**src/rtl/auth_initiator.sv**
```systemverilog
// Authentication initiator: builds GET_DIGESTS / GET_CERTIFICATE / CHALLENGE requests,
// waits for the responder under a timeout, validates the reply and retries on timeout or Busy.
module auth_initiator #(
    parameter int unsigned MSG_LEN          = 256,
    parameter int unsigned TIMEOUT_CYCLES   = 1000,
    parameter int unsigned MAX_RETRIES      = 3,
    parameter int unsigned PROTOCOL_VERSION = 1
) (
    input  logic               clk,
    input  logic               reset,
    input  logic               start,
    input  logic [1:0]         req_type,
    input  logic [7:0]         req_param1,
    input  logic [7:0]         req_param2,
    input  logic [MSG_LEN-33:0] req_payload,
    output logic               init_req_out,
    output logic [MSG_LEN-1:0] auth_msg_init_out,
    input  logic               resp_valid_in,
    input  logic [MSG_LEN-1:0] auth_msg_resp_in,
    output logic               Ack_out,
    output logic               busy,
    output logic               done,
    output logic [2:0]         status,
    output logic [7:0]         resp_err_code,
    output logic [31:0]        resp_header,
    output logic [MSG_LEN-33:0] resp_payload
);

    localparam int unsigned PL = MSG_LEN - 32;
    localparam int unsigned TW = $clog2(TIMEOUT_CYCLES);
    localparam int unsigned RW = (MAX_RETRIES > 0) ? $clog2(MAX_RETRIES + 1) : 1;
    localparam logic [TW-1:0] TO_LAST   = TW'(TIMEOUT_CYCLES - 2);
    localparam logic [RW-1:0] RETRY_MAX = RW'(MAX_RETRIES);
    localparam logic [7:0]    PV        = 8'(PROTOCOL_VERSION);

    localparam logic [2:0] ST_OK          = 3'd0;
    localparam logic [2:0] ST_TIMEOUT     = 3'd1;
    localparam logic [2:0] ST_BAD_VERSION = 3'd2;
    localparam logic [2:0] ST_BAD_TYPE    = 3'd3;
    localparam logic [2:0] ST_RESP_ERROR  = 3'd4;
    localparam logic [2:0] ST_BUSY_EXH    = 3'd5;
    localparam logic [2:0] ST_ILLEGAL     = 3'd6;

    typedef enum logic [2:0] {
        S_IDLE, S_SEND, S_WAIT_RESP, S_CHECK, S_GAP, S_FINISH
    } state_t;

    state_t            state_q;
    logic [1:0]        type_q;
    logic [7:0]        p1_q, p2_q;
    logic [PL-1:0]     payload_q;
    logic [RW-1:0]     retry_cnt_q;
    logic [TW-1:0]     timeout_cnt_q;
    logic              init_q, ack_q, busy_q, done_q;
    logic [MSG_LEN-1:0] msg_q;
    logic [2:0]        status_q;
    logic [7:0]        err_q;
    logic [31:0]       hdr_q;
    logic [PL-1:0]     rpay_q;
    logic              can_retry;

    function automatic logic [7:0] req_code(input logic [1:0] t);
        return 8'h81 + {6'b0, t};
    endfunction

    function automatic logic [MSG_LEN-1:0] build_msg(input logic [1:0] t, input logic [7:0] a,
                                                     input logic [7:0] b, input logic [PL-1:0] pl);
        return {PV, req_code(t), a, b, pl};
    endfunction

    assign can_retry = (retry_cnt_q < RETRY_MAX);

    always_ff @(posedge clk or posedge reset) begin
        if (reset) begin
            state_q       <= S_IDLE;
            type_q        <= '0;
            p1_q          <= '0;
            p2_q          <= '0;
            payload_q     <= '0;
            retry_cnt_q   <= '0;
            timeout_cnt_q <= '0;
            init_q        <= 1'b0;
            ack_q         <= 1'b0;
            busy_q        <= 1'b0;
            done_q        <= 1'b0;
            msg_q         <= '0;
            status_q      <= '0;
            err_q         <= '0;
            hdr_q         <= '0;
            rpay_q        <= '0;
        end else begin
            ack_q  <= 1'b0;
            done_q <= 1'b0;
            case (state_q)
                S_IDLE: begin
                    if (start) begin
                        type_q      <= req_type;
                        p1_q        <= req_param1;
                        p2_q        <= req_param2;
                        payload_q   <= req_payload;
                        retry_cnt_q <= '0;
                        status_q    <= ST_OK;
                        err_q       <= '0;
                        busy_q      <= 1'b1;
                        if (req_type == 2'd3) begin
                            status_q <= ST_ILLEGAL;
                            state_q  <= S_FINISH;
                        end else begin
                            // request goes out on entry to SEND so it is visible the cycle after start
                            msg_q   <= build_msg(req_type, req_param1, req_param2, req_payload);
                            init_q  <= 1'b1;
                            state_q <= S_SEND;
                        end
                    end
                end
                S_SEND: begin
                    timeout_cnt_q <= '0;
                    state_q       <= S_WAIT_RESP;
                end
                S_WAIT_RESP: begin
                    if (resp_valid_in) begin
                        hdr_q   <= auth_msg_resp_in[MSG_LEN-1 -: 32];
                        rpay_q  <= auth_msg_resp_in[PL-1:0];
                        ack_q   <= 1'b1;
                        init_q  <= 1'b0;
                        msg_q   <= '0;
                        state_q <= S_CHECK;
                    end else begin
                        timeout_cnt_q <= timeout_cnt_q + 1'b1;
                        // SEND cycle counts towards the window, so terminal count is one early here
                        if (timeout_cnt_q == TO_LAST) begin
                            init_q <= 1'b0;
                            if (can_retry) begin
                                retry_cnt_q <= retry_cnt_q + 1'b1;
                                state_q     <= S_GAP;
                            end else begin
                                status_q <= ST_TIMEOUT;
                                state_q  <= S_FINISH;
                            end
                        end
                    end
                end
                S_CHECK: begin
                    state_q <= S_FINISH;
                    if (hdr_q[31:24] != PV) begin
                        status_q <= ST_BAD_VERSION;
                    end else if (hdr_q[23:16] == 8'h7F && hdr_q[15:8] == 8'h03) begin
                        if (can_retry) begin
                            retry_cnt_q <= retry_cnt_q + 1'b1;
                            state_q     <= S_GAP;
                        end else begin
                            status_q <= ST_BUSY_EXH;
                        end
                    end else if (hdr_q[23:16] == 8'h7F) begin
                        status_q <= ST_RESP_ERROR;
                        err_q    <= hdr_q[15:8];
                    end else if (hdr_q[23:16] == (req_code(type_q) & 8'h7F)) begin
                        status_q <= ST_OK;
                    end else begin
                        status_q <= ST_BAD_TYPE;
                    end
                end
                S_GAP: begin
                    msg_q   <= build_msg(type_q, p1_q, p2_q, payload_q);
                    init_q  <= 1'b1;
                    state_q <= S_SEND;
                end
                S_FINISH: begin
                    done_q  <= 1'b1;
                    busy_q  <= 1'b0;
                    state_q <= S_IDLE;
                end
                default: state_q <= S_IDLE;
            endcase
        end
    end

    assign init_req_out      = init_q;
    assign auth_msg_init_out = msg_q;
    assign Ack_out           = ack_q;
    assign busy              = busy_q;
    assign done              = done_q;
    assign status            = status_q;
    assign resp_err_code     = err_q;
    assign resp_header       = hdr_q;
    assign resp_payload      = rpay_q;

endmodule

```
**config.mk**
```make
export PLATFORM = sky130hd
export DESIGN_NAME = auth_initiator
export DESIGN_NICKNAME = d
export VERILOG_FILES = /design/src/rtl/auth_initiator.sv
export SDC_FILE = /design/constraint.sdc
export NUM_CORES = 2
export LEC_CHECK = 0
export ABC_CLOCK_PERIOD_IN_PS = 30500
export CORE_AREA = 2 2 395 397
export DETAILED_ROUTE_END_ITERATION = 7
export DIE_AREA = 0 0 397 399
export GPL_TIMING_DRIVEN = 0
export HOLD_SLACK_MARGIN = 0.12
export PLACE_DENSITY = 0.47
export REMOVE_ABC_BUFFERS = 1
export SETUP_SLACK_MARGIN = 0.4
export SYNTH_ARGS = -nofsm -noshare
export SYNTH_HDL_FRONTEND = slang
export SYNTH_SLANG_ARGS = --single-unit
```
**constraint.sdc**
```tcl
create_clock -name clk -period 30.5 [get_ports clk]
set_input_delay 6.1 -clock clk [delete_from_list [all_inputs] [get_ports clk]]
set_output_delay 6.1 -clock clk [all_outputs]
set_load 0.02 [all_outputs]
```
* Word-level counts from Yosys, hierarchy flattened
Index checks and enable logic that the tools add are counted.
** Operators by class
- Add/sub/neg operators :: 4
- Order comparisons :: 1
- Equality and inequality tests :: 23
- Muxes and demuxes :: 47
- Reductions and logical operators :: 17
** Operator list (number)
- two-way mux 256 bit :: 3
- case mux 256 bit (3 select lines) :: 1
- two-way mux 3 bit :: 15
- two-way mux 8 bit :: 4
- != test 2 bit (second input constant) :: 10
- case mux 10 bit (2 select lines) :: 1
- adder 8 x 2 -> 8 bit (first input constant) :: 2
- case mux 8 bit (2 select lines) :: 1
- case mux 3 bit (5 select lines) :: 1
- two-way mux 2 bit :: 7
- AND reduction 6 bit :: 2
- adder 10 x 1 -> 10 bit (second input constant) :: 1
- equality test 10 bit (second input constant) :: 1
- two-way mux 10 bit :: 1
- AND reduction 2 bit :: 5
- two-way mux 1 bit :: 9
- case mux 3 bit (3 select lines) :: 1
- equality test 8 x 2 -> 1 bit (second input constant) :: 1
- equality test 8 x 7 -> 1 bit :: 1
- equality test 8 x 7 -> 1 bit (second input constant) :: 1
- != test 8 x 1 -> 1 bit (second input constant) :: 1
- AND reduction 4 bit :: 2
- equality test 3 x 2 -> 1 bit (second input constant) :: 2
- equality test 3 bit (second input constant) :: 2
- other kinds (14) :: 17
** Storage, ports and cells
- Register bits :: 784
- Input port bits :: 502
- Output and inout port bits :: 527
- Logic and storage cells :: 108

* Depth between registers and ports, before layout
- Depth in word-level cells :: 7
- Gate-level depth with buffers :: 9
- Depth with buffers taken out :: 7

* Worst setup path before layout
No wires, ideal clock.
- Kind :: input port to flip-flop
- Start point :: input req_type[0]
- End point :: register msg_q[140], in the netlist auth_msg_init_out[140]
- Library setup time :: 0.126 ns
- Arrival :: 7.317 ns
- Required time :: 30.374 ns
- Slack :: 23.058 ns
- Stages on the path :: 8
- Cells stage by stage :: ha_1 -> inv_1 -> a211oi_1 -> a211oi_1 -> buf_2 -> clkbuf_1 -> buf_2 -> a21oi_1
** On the way
- Longest elaborated chain between the ends :: 3
** Ends and longest elaborated chain
- start, declared :: RTL line 12 : input logic [1:0] req_type,
- equality test 2 bit :: RTL line 105 : if (req_type == 2'd3) begin
- != test 2 bit (no line)
- AND reduction 4 bit (no line)
- end signal, assigned :: RTL line 110 : msg_q <= build_msg(req_type, req_param1, req_param2, req_payload);
- end signal, assigned :: RTL line 164 : msg_q <= build_msg(type_q, p1_q, p2_q, payload_q);
- end, declared :: RTL line 55 : logic [MSG_LEN-1:0] msg_q;
No other way between the ends.
A chain may end at the register's enable or synchronous reset.

* Final worst setup path
- Start point :: input req_type[0]
- End point :: register msg_q[194], in the netlist auth_msg_init_out[194]
Same word-level chain as after synthesis.

==> metrics.cfg <==
[critical_path]
path_max_fanout=24
worst_ep_required_time_ns=31.11
path_class=in2reg
crit_path_end_kind=flip-flop
arrival_ns=9.84
critPathLaunchType=input pin

[synth]
synth_top_family_by_area=simple AND/OR/NAND/NOR gates
synthMuxAreaShare_pct=9.484
syn_inst=2846
synthesis.area_mm2=0.03085
synth-seq-area-share_pct=62.63
synth_compound_area_share_pct=10.72
synth-simple-area-share_pct=13.32
synthXorXnorAreaFrac_pct=0.3123
synth_cell_types=56
avgSynthCellArea_um2=10.84
async_reset_ff_share_pct=100.0
yosys_warnings=0
synth_seq_cells=772
synth_fa_ha_area_share_pct=0.2028
synth-main-ff-cell=dfrtp_1
synth_enable_flop_cells=0

[sta]
min_period_over_period_pct=30.26
setup_viol=0
fmax_mhz=108.4
drv_slew=0
relSlewSlack_pct=36.97
worst_slack_ns=21.27
period_needed_ns=9.229
rsz0062_at_grt=no
hold-worst-slack_ns=0.4726
hold_viol_final=0
worst_slew_pin_slew_ns=0.9424
skew_ns=0.05575

[pwr]
intPower_uw=3462
combPwrFrac_pct=47.8
p_switching_uw=2321
ir_drop_uv=52.85
p_sw_share_pct=40.13
power_frac_clock_pct=21.0
sequentialPowerShare_pct=31.2
powerDensity_mw_per_mm2=121.9
power_uw=5783
p_leak_uw=0.02016

[clock_tree]
cts_tree=built
cts_resized=0
hold_buffers=0
cts_setup_buffers=0
clock_latency_ns=0.73
cts_buffers=97
htreeDepth=3
clock_sinks=772
clk_path_buf_depth=3
path_clk_slew_ns=0.06
cts_root_buffer=clkbuf_16

[routing]
drc=0
ant_nets=0
wl_met2_um=62300
viasPerCell=4.198
dr.pass1.iters=5
met3_wirelength_um=13700
wire_per_inst_um=21.20
top_layer=met5
drt-total-wl_um=126400
vias=25035
drt-initial-drc-count=1365
wl_met1_um=43890

[final_layout]
nets=4333
syn_to_final_growth_pct=53.77
regArea_mm2=0.01932
fill_cells=15781
multi_input_area_mm2=0.01058
final_cells=5963
layout-drive-gt1-share_pct=12.50

[job]
max_cap_viol_count=0

[place]
port-buffer-count=1017
place_hpwl_um=93150
detailedPlace.worstSlack_ns=20.54
dp.cells=5771
gp_congestion=0.7998

[die]
rows=144
core_mm2=0.1537
die_area_mm2=0.1584
die_w_um=397
ios=1029
die_h_um=399
start_util_pct=20.07

[global_route]
grt_max_degree=119
grt-ovfl-total=0
antenna_found_initial=68
grt_pass1_wl_um=180400
grt_pass1_vias=24995
grt_usage_pct=15.49

[status]
status=finished clean

[min_path]
hp-class=reg2reg

metal layers:
metal | GRT usage, % | up-vias
li1 | - | 11602
met2 | 25.93 | 844
met1 | 16.08 | 12206
met4 | 7.679 | 86
met5 | 0 | -
met3 | 7.680 | 297
cell type report:
| cell class | count | share of cell area, % |
|---|---|---|
| inverter | 10 | 0.09497 |
| clock buffer | 138 | 5.822 |
| antenna | 15 | 0.07914 |
| clock inverter | 39 | 1.269 |
| timing repair buffer | 1079 | 24.30 |
| sequential | 772 | 40.73 |
| multi-input combinational | 1866 | 22.31 |
| tap | 2044 | 5.392 |
kinds of logic after synthesis:
family | after synthesis
and+or+nand+nor | 1058
DFF | 772
AOI/OAI and AO/OA | 521
muxes | 260
buffers and inverters | 218
xor gates and xnor gates | 11
adders and majority gates | 5
other | 1
sequential cells by signal, summed over array words and instances (netlist names), 3 cells and up:
register and cells:
auth_msg_init_out 244, timeout_cnt_q 10, state_q 3, p2_q 8
resp_err_code 8, status 3, payload_q 224, p1_q 8
resp_payload 224, resp_header 32
cells in the mapped netlist, drive strengths merged, types with 3 or more instances:
cell type,n,share of area [%]
xor2,7,0.20
a21oi,246,4.0
mux2,258,9.4
a22oi,241,5.9
nand3,3,0.049
nand2,753,9.2
nand4,5,0.10
ha,5,0.20
nor2,266,3.2
xnor2,4,0.11
a211oi,3,0.073
nand2b,7,0.14
dfrtp,772,63
clkbuf,66,0.80
and2,4,0.081
inv,10,0.12
buf,142,2.4
o21ai,14,0.23
nor4,4,0.10
placed cells by master, fill, tap and decap left out, drive strengths merged, types with 2 or more instances in the layout:
master / count
nor3: 2
clkinvlp: 3
clkinv: 22
nand2: 753
buf: 62
conb: 11
o21ai: 14
xnor2: 4
clkdlybuf4s50: 1017
clkbuf: 138
mux2i: 2
nor4b: 2
o32ai: 2
inv: 15
nor4: 4
a211oi: 3
mux2: 258
nand3: 3
and2: 4
nor2b: 2
a21oi: 246
nand2b: 7
diode: 15
dfrtp: 772
or2: 2
bufinv: 9
a22oi: 241
xor2: 7
o31ai: 2
nand4: 5
nor2: 266
a21o: 2
ha: 5
o31a: 2
power by group through the flow:
stage / clock network, µW / logic [µW] / registers, µW
after floorplan: 0 / 1350 / 2240
after CTS: 1260 / 2830 / 1810
after global placement: 0 / 3230 / 1850
final: 1210 / 2760 / 1810
after global routing: 1300 / 2970 / 1880
after detailed placement: 0 / 2820 / 1820
critical path, cell delays in order:
cell and delay (ns):
clkdlybuf4s50_1 0.46, ha_1 0.22, inv_1 0.15, a211oi_1 0.14, a211oi_4 0.83, buf_16 0.23, buf_8 0.19, buf_16 0.17
buf_16 0.17, buf_8 0.16, buf_8 0.19, buf_16 0.18, buf_8 0.19, buf_8 0.20, nor2_1 0.06, a21oi_1 0.12
metrics by stage:
step                utilization (%)  instance area, µm²  TNS (ns)
floorplan                         -               29900   -674.63
global placement              27.74               42640         -
detailed placement            28.65               44030         0
CTS                           30.84               47390         0
global route                  30.85               47420         0
finish                        30.86               47430         0
path summary, 6_finish.rpt:
path / startpoint / slack (ns) / endpoint / cells after the start
setup / recovery: req_type[0] / 21.27 / auth_msg_init_out[194] / 16
hold / removal: payload_q[78] / 0.47 / payload_q[78] / 2
setup reg to reg: state_q[2] / 26.64 / auth_msg_init_out[194] / 13
hold reg to reg: payload_q[78] / 0.47 / payload_q[78] / 2
max in group asynchronous: reset / 22.59 / init_req_out / 5
min in group asynchronous: reset / 5.83 / resp_header[6] / 2
(Power assumes the default switching activity.)
